**src/rtl/inert_spi_resp.sv**
```systemverilog
// Purpose: SPI mode-0 register responder for an inertial sensor (16-bit frames, 8-bit regs, sample snapshot + data-ready INT).
// Latency: SPI inputs see 2 sync flops + 1 edge-detect flop; writes/clears commit on the clk the synchronized SS_n rise is seen.
// Backpressure: none; smpl_vld is dropped (snapshot held) while INT is high.
//
// Ports:
//   clk, rst            single clock, asynchronous active-high reset
//   SS_n, SCLK, MOSI    SPI slave inputs (asynchronous to clk)
//   MISO                SPI data out, 0 outside the data byte of a read
//   INT                 data-ready interrupt, active-high
//   roll_in, yaw_in, ay_in, az_in, smpl_vld   sensor sample words and their one-clk valid strobe
// Optional: define INERT_SPI_RESP_STATUS_EN to map {6'b0, ovr, INT} at address 0x1E.
module inert_spi_resp #(
    parameter logic [7:0] WHO_AM_I = 8'h6A
) (
    input  logic        clk,
    input  logic        rst,
    input  logic        SS_n,
    input  logic        SCLK,
    input  logic        MOSI,
    output logic        MISO,
    output logic        INT,
    input  logic [15:0] roll_in,
    input  logic [15:0] yaw_in,
    input  logic [15:0] ay_in,
    input  logic [15:0] az_in,
    input  logic        smpl_vld
);

    typedef enum logic [1:0] {IDLE, CMD, DATA, DONE} state_t;

    typedef struct packed {
        logic [15:0] roll;
        logic [15:0] yaw;
        logic [15:0] ay;
        logic [15:0] az;
    } snap_t;

    state_t      state, state_nxt;
    logic        ss_s1, ss_s2, ss_s3;
    logic        sclk_s1, sclk_s2, sclk_s3;
    logic        mosi_s1, mosi_s2;
    logic [1:0]  settle;
    logic [4:0]  bit_cnt;
    logic [15:0] shift_in;
    logic [7:0]  shift_out;
    logic        rd_active;
    logic [7:0]  int_ctrl, ctrl1, ctrl2, ctrl5;
    snap_t       snap;
    logic        int_q;
    logic [7:0]  rd_byte;
    logic [6:0]  cmd_addr;
    logic        sclk_rise, sclk_fall, ss_rise, ss_fall;
    logic        shift_en, rd_load, commit, wr_cmd, rd_commit, clr_int, snap_load;

    // Synchronizers. The settle counter blocks SS_n fall detection until the
    // whole SS_n chain holds real input samples, so a reset released while
    // SS_n is already low cannot fake the start of a frame.
    always_ff @(posedge clk or posedge rst) begin
        if (rst) begin
            ss_s1   <= 1'b1;
            ss_s2   <= 1'b1;
            ss_s3   <= 1'b1;
            sclk_s1 <= 1'b0;
            sclk_s2 <= 1'b0;
            sclk_s3 <= 1'b0;
            mosi_s1 <= 1'b0;
            mosi_s2 <= 1'b0;
            settle  <= 2'd0;
        end else begin
            ss_s1   <= SS_n;
            ss_s2   <= ss_s1;
            ss_s3   <= ss_s2;
            sclk_s1 <= SCLK;
            sclk_s2 <= sclk_s1;
            sclk_s3 <= sclk_s2;
            mosi_s1 <= MOSI;
            mosi_s2 <= mosi_s1;
            if (settle != 2'd3)
                settle <= settle + 2'd1;
        end
    end

    assign sclk_rise = sclk_s2 & ~sclk_s3;
    assign sclk_fall = ~sclk_s2 & sclk_s3;
    assign ss_fall   = (settle == 2'd3) & ss_s3 & ~ss_s2;
    assign ss_rise   = ~ss_s3 & ss_s2;

    always_ff @(posedge clk or posedge rst) begin
        if (rst)
            state <= IDLE;
        else
            state <= state_nxt;
    end

    always_comb begin
        state_nxt = state;
        shift_en  = 1'b0;
        commit    = 1'b0;
        case (state)
            IDLE: if (ss_fall) state_nxt = CMD;
            CMD: begin
                shift_en = sclk_rise;
                if (sclk_rise && bit_cnt == 5'd7)
                    state_nxt = DATA;
            end
            DATA: begin
                shift_en = sclk_rise;
                if (sclk_rise && bit_cnt == 5'd15)
                    state_nxt = DONE;
            end
            DONE: commit = ss_rise;   // further SCLK edges are ignored here
            default: state_nxt = IDLE;
        endcase
        if (ss_rise)
            state_nxt = IDLE;
    end

    // Command byte as it completes on rising edge 8: shift_in still holds the
    // first seven bits, the eighth is the current synchronized MOSI.
    assign cmd_addr  = {shift_in[5:0], mosi_s2};
    assign rd_load   = shift_en && (state == CMD) && (bit_cnt == 5'd7) && shift_in[6];

    assign wr_cmd    = commit && !shift_in[15];
    assign rd_commit = commit &&  shift_in[15];
    assign clr_int   = rd_commit && (shift_in[14:8] == 7'h2D);
    assign snap_load = smpl_vld && !int_q && !clr_int;

    always_comb begin
        rd_byte = 8'h00;
        case (cmd_addr)
            7'h0D: rd_byte = int_ctrl;
            7'h0F: rd_byte = WHO_AM_I;
            7'h10: rd_byte = ctrl1;
            7'h11: rd_byte = ctrl2;
            7'h14: rd_byte = ctrl5;
`ifdef INERT_SPI_RESP_STATUS_EN
            7'h1E: rd_byte = {6'b0, ovr, int_q};
`endif
            7'h24: rd_byte = snap.roll[7:0];
            7'h25: rd_byte = snap.roll[15:8];
            7'h26: rd_byte = snap.yaw[7:0];
            7'h27: rd_byte = snap.yaw[15:8];
            7'h2A: rd_byte = snap.ay[7:0];
            7'h2B: rd_byte = snap.ay[15:8];
            7'h2C: rd_byte = snap.az[7:0];
            7'h2D: rd_byte = snap.az[15:8];
            default: rd_byte = 8'h00;
        endcase
    end

    // Frame datapath. The fall right after rising edge 8 must not shift:
    // the freshly loaded MSB has to survive until rising edge 9.
    always_ff @(posedge clk or posedge rst) begin
        if (rst) begin
            bit_cnt   <= 5'd0;
            shift_in  <= 16'h0000;
            shift_out <= 8'h00;
            rd_active <= 1'b0;
        end else begin
            if (ss_fall)
                bit_cnt <= 5'd0;
            else if (shift_en)
                bit_cnt <= bit_cnt + 5'd1;

            if (ss_fall)
                shift_in <= 16'h0000;
            else if (shift_en)
                shift_in <= {shift_in[14:0], mosi_s2};

            if (ss_fall || ss_rise)
                rd_active <= 1'b0;
            else if (rd_load)
                rd_active <= 1'b1;

            if (ss_fall)
                shift_out <= 8'h00;
            else if (rd_load)
                shift_out <= rd_byte;
            else if (sclk_fall && state == DATA && bit_cnt >= 5'd9)
                shift_out <= {shift_out[6:0], 1'b0};
        end
    end

    assign MISO = rd_active & shift_out[7];

    always_ff @(posedge clk or posedge rst) begin
        if (rst) begin
            int_ctrl <= 8'h00;
            ctrl1    <= 8'h00;
            ctrl2    <= 8'h00;
            ctrl5    <= 8'h00;
            snap     <= '0;
            int_q    <= 1'b0;
        end else begin
            if (wr_cmd) begin
                case (shift_in[14:8])
                    7'h0D: int_ctrl <= shift_in[7:0];
                    7'h10: ctrl1    <= shift_in[7:0];
                    7'h11: ctrl2    <= shift_in[7:0];
                    7'h14: ctrl5    <= shift_in[7:0];
                    default: ;
                endcase
            end
            if (snap_load)
                snap <= '{roll: roll_in, yaw: yaw_in, ay: ay_in, az: az_in};
            // Clears (read of 0x2D, or INT_CTRL[1] written to 0) beat a set.
            if (clr_int || (wr_cmd && shift_in[14:8] == 7'h0D && !shift_in[1]))
                int_q <= 1'b0;
            else if (snap_load && int_ctrl[1])
                int_q <= 1'b1;
        end
    end

    assign INT = int_q;

`ifdef INERT_SPI_RESP_STATUS_EN
    logic ovr;

    always_ff @(posedge clk or posedge rst) begin
        if (rst)
            ovr <= 1'b0;
        else if (smpl_vld && int_q)
            ovr <= 1'b1;
        else if (rd_commit && shift_in[14:8] == 7'h1E)
            ovr <= 1'b0;
    end
`endif

endmodule

```
**config.mk**
```make
export PLATFORM = sky130hd
export DESIGN_NAME = inert_spi_resp
export DESIGN_NICKNAME = d
export VERILOG_FILES = /design/src/rtl/inert_spi_resp.sv
export SDC_FILE = /design/constraint.sdc
export NUM_CORES = 1
export LEC_CHECK = 0
export ABC_AREA = 1
export CORE_MARGIN = 1
export CORE_UTILIZATION = 60
export CTS_BUF_LIST = sky130_fd_sc_hd__clkbuf_16
export CTS_CLUSTER_SIZE = 16
export DETAILED_ROUTE_END_ITERATION = 10
export GPL_TIMING_DRIVEN = 0
export PLACE_DENSITY_LB_ADDON = 0.1
export SYNTH_ARGS = -nofsm -noshare
export SYNTH_HDL_FRONTEND = slang
export SYNTH_SLANG_ARGS = --single-unit
```
**constraint.sdc**
```tcl
create_clock -name clk -period 6.6 [get_ports clk]
set_clock_uncertainty 0.05 [all_clocks]
set_input_delay 0.66 -clock clk [delete_from_list [all_inputs] [get_ports clk]]
set_output_delay 0.66 -clock clk [all_outputs]
set_load 0.01 [all_outputs]
```
After elaboration in Yosys (flattened, before gate mapping)

Index checks and enable logic that the tools add are counted.

Register bits: 139
Input bits: 70
Logic and storage cells: 116

Add/subtract/negate cells: 2
Magnitude comparators: 1
Equal/unequal tests: 28
Muxes and demuxes: 19
Bitwise logic cells: 10
Reductions and logical operators: 33

Operator list:

| kind                | count |
|---|---|
| $pmux 8 s13         | 1 |
| $eq 7x6->1 const B  | 9 |
| $eq 7x5->1 const B  | 6 |
| $mux 16             | 2 |
| $mux 8              | 3 |
| $eq 7x4->1 const B  | 3 |
| $logic_and 1x1->1   | 15 |
| $mux 5              | 2 |
| $ne 3x3->1 const B  | 3 |
| $mux 2              | 4 |
| $reduce_and 2->1    | 4 |
| $and 1x1->1         | 6 |
| $eq 2x2->1 const B  | 3 |
| $mux 1              | 6 |
| $pmux 2 s3          | 1 |
| $reduce_bool 2->1   | 3 |
| $add 5x1->5 const B | 1 |
| $eq 5x3->1 const B  | 1 |
| $eq 5x4->1 const B  | 1 |
| $ge 5x4->1 const B  | 1 |
| $logic_not 1->1     | 4 |
| $not 1->1           | 4 |
| $reduce_and 4->1    | 1 |
| $reduce_bool 4->1   | 1 |
| 7 further kinds     | 8 |

Depth between registers and ports, before layout

Gate-level depths: netlist of run 1.

Depth after elaboration: 10
Depth in mapped cells: 14
Gate-level depth less buffers: 13

Worst setup path before layout of run 1

Ideal clock, no wire load.

Path type: register to register
Start point: register state[0]
End point: register shift_out[1]
Library setup time: 117 ps
Arrival time: 1,724 ps
Data required time: 6,433 ps
Slack: 4,709 ps
Stages on the path, launching flop included: 12
Path buffers: 1
Clock period less this slack: 1,891 ps
Cell sequence: dfrtp_1 inv_1 ha_1 inv_1 nor3_2 nand4_1 and2_1 clkbuf_2 nand2_4 inv_1 nand2_1 nand2_1

Cells in the longest elaborated chain, start to end: 8
Elaborated cells on any way between the ends: 12
Those cells by class: 2 x eq/ne; 3 x mux; 7 x reduce/logical

Ends and longest elaborated chain:

| element                                         | line         | RTL |
|---|---|---|
| start, declared                                 | 38           | `state_t state, state_nxt;` |
| start signal, assigned                          | 92           | `state <= state_nxt;` |
| $eq 2x1->1 / $eq 2x2->1 (equally long branches) | 99, 121, 179 |  |
| $reduce_or 2->1 (no line)                       | -            |  |
| $mux 1                                          | 99           | `case (state)` |
| $logic_and 1x1->1 (3 in series)                 | 121          | `assign rd_load = shift_en && (state == CMD) && (bit_cnt == 5'd7) && shift_in[6];` |
| $mux 8                                          | 177          | `else if (rd_load)` |
| $mux 8                                          | 175          | `if (ss_fall)` |
| end signal, assigned                            | 178          | `shift_out <= rd_byte;` |
| end signal, assigned                            | 180          | `shift_out <= {shift_out[6:0], 1'b0};` |
| end, declared                                   | 45           | `logic [7:0] shift_out;` |

Parallel ways exist; a longest one is shown, timed or not.
A chain may end at the register's enable or synchronous reset.

Worst setup path in the final report of run 1

Start point: register state[0]
End point: register shift_in[5]

Cells in the longest elaborated chain, start to end: 4
Elaborated cells on any way between the ends: 5
Those cells by class: 2 x eq/ne; 1 x mux; 2 x reduce/logical

Ends and longest elaborated chain:

| element                                         | line | RTL |
|---|---|---|
| $eq 2x1->1 / $eq 2x2->1 (equally long branches) | 99   |  |
| $reduce_or 2->1 (no line) (*)                   | -    |  |
| $mux 1 (*)                                      | 99   |  |
| $reduce_bool 2->1 (no line) (*)                 | -    |  |
| end signal, assigned                            | 168  | `shift_in <= {shift_in[14:0], mosi_s2};` |
| end, declared                                   | 44   | `logic [15:0] shift_in;` |

Mark *: on every way between the ends. The rest lies on a longest branch, timed or not.

==> results of run 1 <==
==> Yosys cell counts (3+ instances only) <==
cell	n
sky130_fd_sc_hd__buf_6	12
sky130_fd_sc_hd__nor4_1	4
sky130_fd_sc_hd__dfrtp_1	136
sky130_fd_sc_hd__o21ai_1	14
sky130_fd_sc_hd__nand4_1	7
sky130_fd_sc_hd__dfstp_2	3
sky130_fd_sc_hd__nand3_1	80
sky130_fd_sc_hd__inv_1	58
sky130_fd_sc_hd__nor2_2	6
sky130_fd_sc_hd__nand2_2	6
sky130_fd_sc_hd__nand2_1	179
sky130_fd_sc_hd__o21ai_0	18
sky130_fd_sc_hd__o22ai_1	18
sky130_fd_sc_hd__nor2_1	45
sky130_fd_sc_hd__a21oi_1	12
sky130_fd_sc_hd__ha_1	8
sky130_fd_sc_hd__o21ai_2	11
sky130_fd_sc_hd__nor3_1	4
sky130_fd_sc_hd__mux2_1	11
sky130_fd_sc_hd__buf_2	5
sky130_fd_sc_hd__mux2_2	46
sky130_fd_sc_hd__inv_2	10
==> power breakdown <==
group,leakage (nW),switching [mW],total [mW],internal (mW)
Combinational,1.95,0.128,0.211,0.0828
Sequential,1.86,0.0187,0.890,0.872
Clock,0.298,0.359,0.983,0.624
==> flip-flops by register name, indices dropped and copies added (netlist names), 2 cells and up <==
| register | cells |
|---|---|
| snap | 64 |
| shift_in | 16 |
| ctrl1 | 8 |
| ctrl2 | 8 |
| ctrl5 | 8 |
| int_ctrl | 8 |
| shift_out | 8 |
| bit_cnt | 5 |
| settle | 2 |
| state | 2 |
==> per-layer routing <==
layer	wire (um)	up-vias	part of all wire [%]	GRT usage, %
li1	-	2549	-	-
met1	7040	2687	41	40.1
met5	0	-	0	0
met2	8320	234	49	52.6
met4	632	0	3.7	15.5
met3	1140	49	6.7	7.45
==> worst reg2reg max path: stages (launching register included) <==
cell,delay (ns)
sky130_fd_sc_hd__dfrtp_1,0.40
sky130_fd_sc_hd__inv_1,0.09
sky130_fd_sc_hd__ha_1,0.28
sky130_fd_sc_hd__inv_1,0.07
sky130_fd_sc_hd__nor3_2,0.27
sky130_fd_sc_hd__inv_1,0.15
sky130_fd_sc_hd__nand2_1,0.24
sky130_fd_sc_hd__clkbuf_1,0.51
sky130_fd_sc_hd__o22ai_1,0.16
==> kinds of logic after synthesis <==
group / after synthesis / synth area share [%]
xor+xnor: 1 / 0.132
fa+ha+maj: 8 / 1.50
simple gates: 341 / 22.8
buf+inv: 89 / 6.54
flops: 139 / 52.3
mux: 57 / 9.64
compound gates: 79 / 7.12
==> cell type report <==
cell class / count / area, um^2
fill: 758 / 2650
inverter: 68 / 260
clock buffer: 17 / 425
sequential: 139 / 3480
multi-input combinational: 486 / 2740
tap: 140 / 175
clock inverter: 15 / 183
buffer: 21 / 180
timing repair buffer: 72 / 738
==> worst max path at each step <==
| stage | start | to | cells past startpoint |
|---|---|---|---|
| after floorplan | rst | INT | 1 |
| after detailed placement | state[0] | shift_in[6] | 8 |
| after global placement | rst | snap[19] | 2 |
| final | state[0] | shift_in[5] | 8 |
| after global routing | state[0] | shift_in[6] | 8 |
| after CTS | state[0] | shift_in[5] | 8 |
==> metrics by stage <==
| step | util [%] | cells |
|---|---|---|
| 2_1_floorplan | - | 714 |
| 3_3_place_gp | 69.6 | 925 |
| 3_5_place_dp | 69.9 | 926 |
| 4_1_cts | 75.5 | 958 |
| 5_1_grt | 75.5 | 958 |
| 6_report | 75.5 | 958 |
==> flow_summary.html, run 1 <==
<table>
<tr><th>Metric</th><th>Value</th></tr>
<tr><th colspan="2">Detailed routing</th></tr>
<tr><td>Total DRC errors in the routed layout</td><td>0</td></tr>
<tr><td>Vias per cell</td><td>5.76</td></tr>
<tr><td>Number of antenna-violating nets in the routed design</td><td>0</td></tr>
<tr><td>Wire length per cell after detailed routing</td><td>17.9 um</td></tr>
<tr><td>Total wire length after detailed routing</td><td>17,100 um</td></tr>
<tr><td>Total vias in the final route</td><td>5,519</td></tr>
<tr><td>Drt first-iter violations</td><td>421</td></tr>
<tr><td>DR pass1 iterations</td><td>6</td></tr>
<tr><th colspan="2">Layout</th></tr>
<tr><td>Final cell area excluding filler cells</td><td>8190 um^2</td></tr>
<tr><td>Share of layout cells above drive strength 1</td><td>17.2%</td></tr>
<tr><td>Leading cell types in the layout, fill and taps excluded</td><td>sky130_fd_sc_hd__nand2_1 (179), sky130_fd_sc_hd__dfrtp_1 (136), sky130_fd_sc_hd__nand3_1 (80)</td></tr>
<tr><td>Syn-to-layout area delta</td><td>22.9%</td></tr>
<tr><td>Diode insertion count for antenna repair</td><td>0</td></tr>
<tr><td>Most frequent standard cell in the layout excluding fill and tap cells</td><td>sky130_fd_sc_hd__nand2_1</td></tr>
<tr><td>Number of nets in the layout</td><td>883</td></tr>
<tr><th colspan="2">Placement</th></tr>
<tr><td>Final weighted congestion in routability-driven placement</td><td>0.916</td></tr>
<tr><td>Port Buffers</td><td>71</td></tr>
<tr><td>Post-Place Worst Slack</td><td>4.31 ns</td></tr>
<tr><td>Post-Place Cell Area</td><td>7580 um^2</td></tr>
<tr><td>Post-DP HPWL</td><td>12,200 um</td></tr>
<tr><th colspan="2">Critical path</th></tr>
<tr><td>Data arrival time of the critical path</td><td>2.60 ns</td></tr>
<tr><td>Worst r2r dst</td><td>shift_in[5]</td></tr>
<tr><td>CP startpoint kind</td><td>flip-flop</td></tr>
<tr><td>CP max stage delay</td><td>0.51 ns</td></tr>
<tr><td>Worst-case register-to-register setup slack</td><td>4.22 ns</td></tr>
<tr><td>CP cell instances</td><td>inv_1 &gt; ha_1 &gt; inv_1 &gt; nor3_2 &gt; inv_1 &gt; nand2_1 &gt; clkbuf_1 &gt; o22ai_1</td></tr>
<tr><td>Worst-case reg-to-reg path depth</td><td>8</td></tr>
<tr><td>Largest fanout on the critical path</td><td>10</td></tr>
<tr><td>Dominant delay contributor by cell family on the critical path</td><td>buffers and inverters</td></tr>
<tr><td>Worst Path Buf+Inv</td><td>4</td></tr>
<tr><td>Worst path slowest cell</td><td>sky130_fd_sc_hd__clkbuf_1</td></tr>
<tr><td>Most common cell on crit path</td><td>sky130_fd_sc_hd__inv_1</td></tr>
<tr><td>Worst Setup End Kind</td><td>flip-flop</td></tr>
<tr><td>Reg-to-reg startpoint</td><td>state[0]</td></tr>
<tr><td>CP Class</td><td>reg -&gt; reg</td></tr>
<tr><td>Required @ worst endpoint</td><td>6.82 ns</td></tr>
<tr><th colspan="2">Synth</th></tr>
<tr><td>Cell taking the most area after synthesis</td><td>sky130_fd_sc_hd__dfrtp_1</td></tr>
<tr><td>Avg Cell Area, Syn</td><td>9.33 um^2</td></tr>
<tr><td>Top cell type's share of synthesized area</td><td>51.1%</td></tr>
<tr><td>Top post-synthesis cells by area</td><td>sky130_fd_sc_hd__dfrtp_1 (51%), sky130_fd_sc_hd__nand2_1 (10%), sky130_fd_sc_hd__mux2_2 (7.8%), sky130_fd_sc_hd__nand3_1 (6.0%), sky130_fd_sc_hd__inv_1 (3.3%)</td></tr>
<tr><td>Asr flop ratio synth</td><td>100%</td></tr>
<tr><td>EDFF count, synth</td><td>0</td></tr>
<tr><td>Seq/Total Area, Yosys</td><td>52.3%</td></tr>
<tr><td>Number of cells produced by synthesis</td><td>714</td></tr>
<tr><td>Number of library cell types mapped by synthesis</td><td>39</td></tr>
<tr><td>Flip-flop cell with the highest count after synthesis</td><td>sky130_fd_sc_hd__dfrtp_1</td></tr>
<tr><td>Post-Synthesis Net Count</td><td>792</td></tr>
<tr><td>Area of the mapped netlist</td><td>6660 um^2</td></tr>
<tr><td>Synth warnings</td><td>0</td></tr>
<tr><td>Count of state elements after synthesis</td><td>139</td></tr>
<tr><th colspan="2">Hold path</th></tr>
<tr><td>Number of cells on the worst hold path</td><td>0</td></tr>
<tr><td>Path category of the worst min-delay check</td><td>reg -&gt; reg</td></tr>
<tr><td>Startpoint of the worst hold path</td><td>mosi_s1</td></tr>
<tr><td>Worst Hold End</td><td>mosi_s2</td></tr>
<tr><th colspan="2">Floorplan</th></tr>
<tr><td>Starting density of the core</td><td>61.4%</td></tr>
<tr><td>Die X-Extent</td><td>107 um</td></tr>
<tr><td>Die Outline Area</td><td>11,500 um^2</td></tr>
<tr><td>Die Height</td><td>107 um</td></tr>
<tr><td>FP Rows</td><td>38</td></tr>
<tr><td>I/O pin count</td><td>72</td></tr>
<tr><td>Core footprint</td><td>10,800 um^2</td></tr>
<tr><th colspan="2">GRT</th></tr>
<tr><td>Via count of the first global-routing pass</td><td>5,475</td></tr>
<tr><td>Global Route Usage Sum</td><td>32.1%</td></tr>
<tr><td>Overflow left after global routing</td><td>0</td></tr>
<tr><td>Maximum number of pins on one net before global-route repair</td><td>85</td></tr>
<tr><td>First-pass GRT wire length</td><td>27,200 um</td></tr>
<tr><td>Initial antenna violation count</td><td>0</td></tr>
<tr><th colspan="2">STA</th></tr>
<tr><td>Final number of max-transition violations</td><td>0</td></tr>
<tr><td>Min cycle time layout</td><td>2.38 ns</td></tr>
<tr><td>Final number of setup-violating endpoints</td><td>0</td></tr>
<tr><td>Worst-Margin Slew</td><td>0.761 ns</td></tr>
<tr><td>Unrepaired setup endpoints after global routing</td><td>no</td></tr>
<tr><td>Worst Hold Slack</td><td>0.302 ns</td></tr>
<tr><td>Final setup margin</td><td>4.22 ns</td></tr>
<tr><td>Final worst path period share</td><td>36.1%</td></tr>
<tr><td>Setup_tns</td><td>0 ns</td></tr>
<tr><td>Remaining max-slew budget at the tightest pin</td><td>49.1%</td></tr>
<tr><td>Top achievable clock speed</td><td>0.420 GHz</td></tr>
<tr><td>Final Hold Viols</td><td>0</td></tr>
<tr><th colspan="2">Clock network</th></tr>
<tr><td>Cts repair resizes</td><td>0</td></tr>
<tr><td>CTS tree</td><td>built</td></tr>
<tr><td>Clock slew at reported path FFs</td><td>0.06 ns</td></tr>
<tr><td>CTS Buffer Depth</td><td>2</td></tr>
<tr><td>Total of hold buffers inserted after clock tree synthesis</td><td>0</td></tr>
<tr><td>Number of sinks on the clock net</td><td>139</td></tr>
<tr><td>Inserted Clock Buffers</td><td>17</td></tr>
<tr><td>H-tree levels</td><td>4</td></tr>
<tr><td>Clock root buffer</td><td>sky130_fd_sc_hd__clkbuf_16</td></tr>
<tr><td>Setup repair bufs after CTS</td><td>0</td></tr>
<tr><td>Insertion delay to the later sink of the worst-skew pair</td><td>0.42 ns</td></tr>
<tr><th colspan="2">Pwr</th></tr>
<tr><td>Power after layout</td><td>2.08 mW</td></tr>
<tr><td>Cell Pwr Density</td><td>255 nW/um^2</td></tr>
<tr><td>Worst IR Drop VDD</td><td>207 uV</td></tr>
<tr><td>Static Leak</td><td>4.10 nW</td></tr>
<tr><th colspan="2">Job</th></tr>
<tr><td>Number of max-capacitance violations reported</td><td>0</td></tr>
<tr><th colspan="2">Run status</th></tr>
<tr><td>Outcome</td><td>finished, final reports clean</td></tr>
</table>
Power figures use the tool's default switching activity.
==> run 2: changes to the inputs <==
- CORE_UTILIZATION: 60 -> 57
- clock period: 6.6 -> 2.4 ns (I/O delays scaled with it)
==> run 2 against run 1 <==
Effect of this change:
- global-route usage down 1.3 points
- critical path type unchanged
- critical endpoint is now shift_out[1]
- clock-buffer cell count unchanged
- largest cell class unchanged
- highest routed layer unchanged
- clock power rose by 150%
- core utilization shrank 4.1 points
- total power grew to 2.6 times the previous value
- largest power group is now registers
- non-clock buffer count increased by 1
- critical path depth is 3 higher
- combinational power increased to 2.8 times the previous value
==> flow_summary.html, run 2 (same netlist as run 1, synthesis figures left out) <==
<table>
<tr><th>Metric</th><th>Value</th></tr>
<tr><th colspan="2">Detailed routing</th></tr>
<tr><td>Total vias in the final route</td><td>5,464 (was 5,519)</td></tr>
<tr><td>Total wire length after detailed routing</td><td>17,000 um (was 17,100 um)</td></tr>
<tr><td>Wire length per cell after detailed routing</td><td>17.7 um (was 17.9 um)</td></tr>
<tr><td>DR pass1 iterations</td><td>5 (was 6)</td></tr>
<tr><td>Number of antenna-violating nets in the routed design</td><td>0 (unchanged)</td></tr>
<tr><td>Total DRC errors in the routed layout</td><td>0 (unchanged)</td></tr>
<tr><td>Vias per cell</td><td>5.69 (was 5.76)</td></tr>
<tr><td>Drt first-iter violations</td><td>434 (was 421)</td></tr>
<tr><th colspan="2">GRT</th></tr>
<tr><td>Maximum number of pins on one net before global-route repair</td><td>44 (was 85)</td></tr>
<tr><td>Overflow left after global routing</td><td>0 (unchanged)</td></tr>
<tr><td>Global Route Usage Sum</td><td>30.8% (was 32.1%)</td></tr>
<tr><td>Via count of the first global-routing pass</td><td>5,470 (was 5,475)</td></tr>
<tr><td>Initial antenna violation count</td><td>0 (unchanged)</td></tr>
<tr><td>First-pass GRT wire length</td><td>27,100 um (was 27,200 um)</td></tr>
<tr><th colspan="2">Layout</th></tr>
<tr><td>Area taken by flip-flops and latches</td><td>3480 um^2 (unchanged)</td></tr>
<tr><td>Multi-input logic area</td><td>2750 um^2 (was 2740 um^2)</td></tr>
<tr><td>Number of nets in the layout</td><td>884 (was 883)</td></tr>
<tr><td>Number of inserted filler cells in the final layout</td><td>898 (was 758)</td></tr>
<tr><td>Share of layout cells above drive strength 1</td><td>17.0% (was 17.2%)</td></tr>
<tr><td>Diode insertion count for antenna repair</td><td>0 (unchanged)</td></tr>
<tr><td>Number of flip-flops in the largest register</td><td>64 (unchanged)</td></tr>
<tr><td>Largest register by flop count</td><td>snap (unchanged)</td></tr>
<tr><td>Top flop regs</td><td>snap x64, shift_in x16 (unchanged)</td></tr>
<tr><td>Most frequent standard cell in the layout excluding fill and tap cells</td><td>sky130_fd_sc_hd__nand2_1 (unchanged)</td></tr>
<tr><td>Leading cell types in the layout, fill and taps excluded</td><td>sky130_fd_sc_hd__nand2_1 (179), sky130_fd_sc_hd__dfrtp_1 (136), sky130_fd_sc_hd__nand3_1 (80) (unchanged)</td></tr>
<tr><td>Final Util</td><td>71.4% (was 75.5%)</td></tr>
<tr><td>Syn-to-layout area delta</td><td>22.5% (was 22.9%)</td></tr>
<tr><th colspan="2">Clock network</th></tr>
<tr><td>Clock root buffer</td><td>sky130_fd_sc_hd__clkbuf_16 (unchanged)</td></tr>
<tr><td>H-tree levels</td><td>4 (unchanged)</td></tr>
<tr><td>CTS tree</td><td>built (unchanged)</td></tr>
<tr><td>Inserted Clock Buffers</td><td>17 (unchanged)</td></tr>
<tr><td>Number of sinks on the clock net</td><td>139 (unchanged)</td></tr>
<tr><td>Clock slew at reported path FFs</td><td>0.05 ns (was 0.06 ns)</td></tr>
<tr><td>Insertion delay to the later sink of the worst-skew pair</td><td>0.42 ns (about the same)</td></tr>
<tr><td>CTS Buffer Depth</td><td>2 (unchanged)</td></tr>
<tr><th colspan="2">Placement</th></tr>
<tr><td>Port Buffers</td><td>71 (unchanged)</td></tr>
<tr><td>Final weighted congestion in routability-driven placement</td><td>0.866 (was 0.916)</td></tr>
<tr><td>Post-DP HPWL</td><td>12,500 um (was 12,200 um)</td></tr>
<tr><th colspan="2">Floorplan</th></tr>
<tr><td>Starting density of the core</td><td>58.3% (was 61.4%)</td></tr>
<tr><td>Die Outline Area</td><td>12,100 um^2 (was 11,500 um^2)</td></tr>
<tr><td>I/O pin count</td><td>72 (unchanged)</td></tr>
<tr><td>Die X-Extent</td><td>110 um (was 107 um)</td></tr>
<tr><td>FP Rows</td><td>39 (was 38)</td></tr>
<tr><td>Die Height</td><td>110 um (was 107 um)</td></tr>
<tr><td>Core footprint</td><td>11,400 um^2 (was 10,800 um^2)</td></tr>
<tr><th colspan="2">Critical path</th></tr>
<tr><td>Data arrival time of the critical path</td><td>2.51 ns (was 2.60 ns)</td></tr>
<tr><td>Worst path slowest cell</td><td>sky130_fd_sc_hd__dfrtp_1 (was sky130_fd_sc_hd__clkbuf_1)</td></tr>
<tr><td>CP Class</td><td>reg -&gt; reg (unchanged)</td></tr>
<tr><td>CP startpoint kind</td><td>flip-flop (unchanged)</td></tr>
<tr><td>Worst Path Buf+Inv</td><td>4 (unchanged)</td></tr>
<tr><td>Required @ worst endpoint</td><td>2.65 ns (was 6.82 ns)</td></tr>
<tr><td>Dominant delay contributor by cell family on the critical path</td><td>simple AND/OR/NAND/NOR gates (was buffers and inverters)</td></tr>
<tr><td>CP max stage delay</td><td>0.40 ns (was 0.51 ns)</td></tr>
<tr><td>CP cell instances</td><td>inv_1 &gt; ha_1 &gt; inv_1 &gt; nor3_4 &gt; nand4_1 &gt; and2_1 &gt; clkbuf_2 &gt; nand2_4 &gt; inv_1 &gt; nand2_1 &gt; nand2_1 (was inv_1 &gt; ha_1 &gt; inv_1 &gt; nor3_2 &gt; inv_1 &gt; nand2_1 &gt; clkbuf_1 &gt; o22ai_1)</td></tr>
<tr><td>Largest fanout on the critical path</td><td>8 (was 10)</td></tr>
<tr><td>Most common cell on crit path</td><td>sky130_fd_sc_hd__inv_1 (unchanged)</td></tr>
<tr><td>Worst Setup End Kind</td><td>flip-flop (unchanged)</td></tr>
<tr><th colspan="2">STA</th></tr>
<tr><td>Min cycle time layout</td><td>2.26 ns (was 2.38 ns)</td></tr>
<tr><td>Final number of setup-violating endpoints</td><td>0 (unchanged)</td></tr>
<tr><td>Remaining max-slew budget at the tightest pin</td><td>50.3% (was 49.1%)</td></tr>
<tr><td>Final worst path period share</td><td>94.1% (was 36.1%)</td></tr>
<tr><td>Final Hold Viols</td><td>0 (unchanged)</td></tr>
<tr><td>Worst-Margin Slew</td><td>0.743 ns (was 0.761 ns)</td></tr>
<tr><td>Top achievable clock speed</td><td>0.443 GHz (was 0.420 GHz)</td></tr>
<tr><td>Worst Hold Slack</td><td>0.177 ns (was 0.302 ns)</td></tr>
<tr><td>Final number of max-transition violations</td><td>0 (unchanged)</td></tr>
<tr><th colspan="2">Run status</th></tr>
<tr><td>Outcome</td><td>finished, final reports clean (unchanged)</td></tr>
<tr><th colspan="2">Hold path</th></tr>
<tr><td>Path category of the worst min-delay check</td><td>in -&gt; reg (was reg -&gt; reg)</td></tr>
<tr><th colspan="2">Job</th></tr>
<tr><td>Number of max-capacitance violations reported</td><td>0 (unchanged)</td></tr>
<tr><th colspan="2">Pwr</th></tr>
<tr><td>Static Leak</td><td>4.09 nW (was 4.10 nW)</td></tr>
<tr><td>Worst IR Drop VDD</td><td>777 uV (was 207 uV)</td></tr>
<tr><td>Cell Pwr Density</td><td>672 nW/um^2 (was 255 nW/um^2)</td></tr>
</table>
## run 2: final timing paths
| kind | startpoint | to | slack (ns) | cells past startpoint |
|---|---|---|---|---|
| max in group asynchronous | rst | snap[46] | 0.94 | 5 |
| hold reg to reg | ss_s1 | ss_s2 | 0.30 | 0 |
| hold / removal | SS_n | ss_s1 | 0.18 | 1 |
| setup / recovery | state[0] | shift_out[1] | 0.14 | 11 |
| min in group asynchronous | rst | ctrl1[1] | 0.23 | 2 |
| setup reg to reg | state[0] | shift_out[1] | 0.14 | 11 |
## run 2: area by class of cell
type | instances | share of cell area [%]
buffer | 20 | 2.16
clock buffer | 17 | 5.21
clock inverter | 14 | 1.41
inverter | 68 | 3.17
multi-input combinational | 486 | 33.7
sequential | 139 | 42.7
tap | 143 | 2.19
timing repair buffer | 74 | 9.45
## run 2: metal layers
| metal | up-vias | global-route usage (%) | routed length (um) |
|---|---|---|---|
| li1 | 2550 | - | - |
| met1 | 2692 | 39.7 | 7410 |
| met2 | 184 | 48.0 | 8040 |
| met3 | 38 | 9.41 | 1080 |
| met4 | 0 | 13.6 | 509 |
| met5 | - | 0 | 0 |
## run 2: what timing repair did
item                                   CTS  global route
buffers inserted                         0             0
resized for setup                        0             1
hold buffers                             0             0
setup endpoints to repair                0            17
endpoints found under the hold margin    0             0
## run 2: per-stage QoR
step,cell area (um^2),setup slack [ns],setup TNS [ns],instances,power (mW)
6_report,8160,0.142,0,961,5.48
5_1_grt,8160,-0.00859,-0.0191,961,5.67
4_1_cts,8160,0.0634,0,962,5.50
3_5_place_dp,7610,0.100,0,931,3.08
3_3_place_gp,7550,-0.800,-107.60,928,3.03
2_1_floorplan,6670,0.377,0,714,2.82
## run 2: worst reg2reg max path: stages, from the launching register on
cell	delay (ns)
sky130_fd_sc_hd__dfrtp_1	0.40
sky130_fd_sc_hd__inv_1	0.08
sky130_fd_sc_hd__ha_1	0.28
sky130_fd_sc_hd__inv_1	0.08
sky130_fd_sc_hd__nor3_4	0.25
sky130_fd_sc_hd__nand4_1	0.20
sky130_fd_sc_hd__and2_1	0.20
sky130_fd_sc_hd__clkbuf_2	0.18
sky130_fd_sc_hd__nand2_4	0.14
sky130_fd_sc_hd__inv_1	0.13
sky130_fd_sc_hd__nand2_1	0.09
sky130_fd_sc_hd__nand2_1	0.06
## run 2: power breakdown
group	leakage [nW]	internal (mW)	switching, mW	total [mW]
clock network	0.278	1.49	0.942	2.43
registers	1.86	2.40	0.0546	2.45
logic	1.96	0.234	0.364	0.598
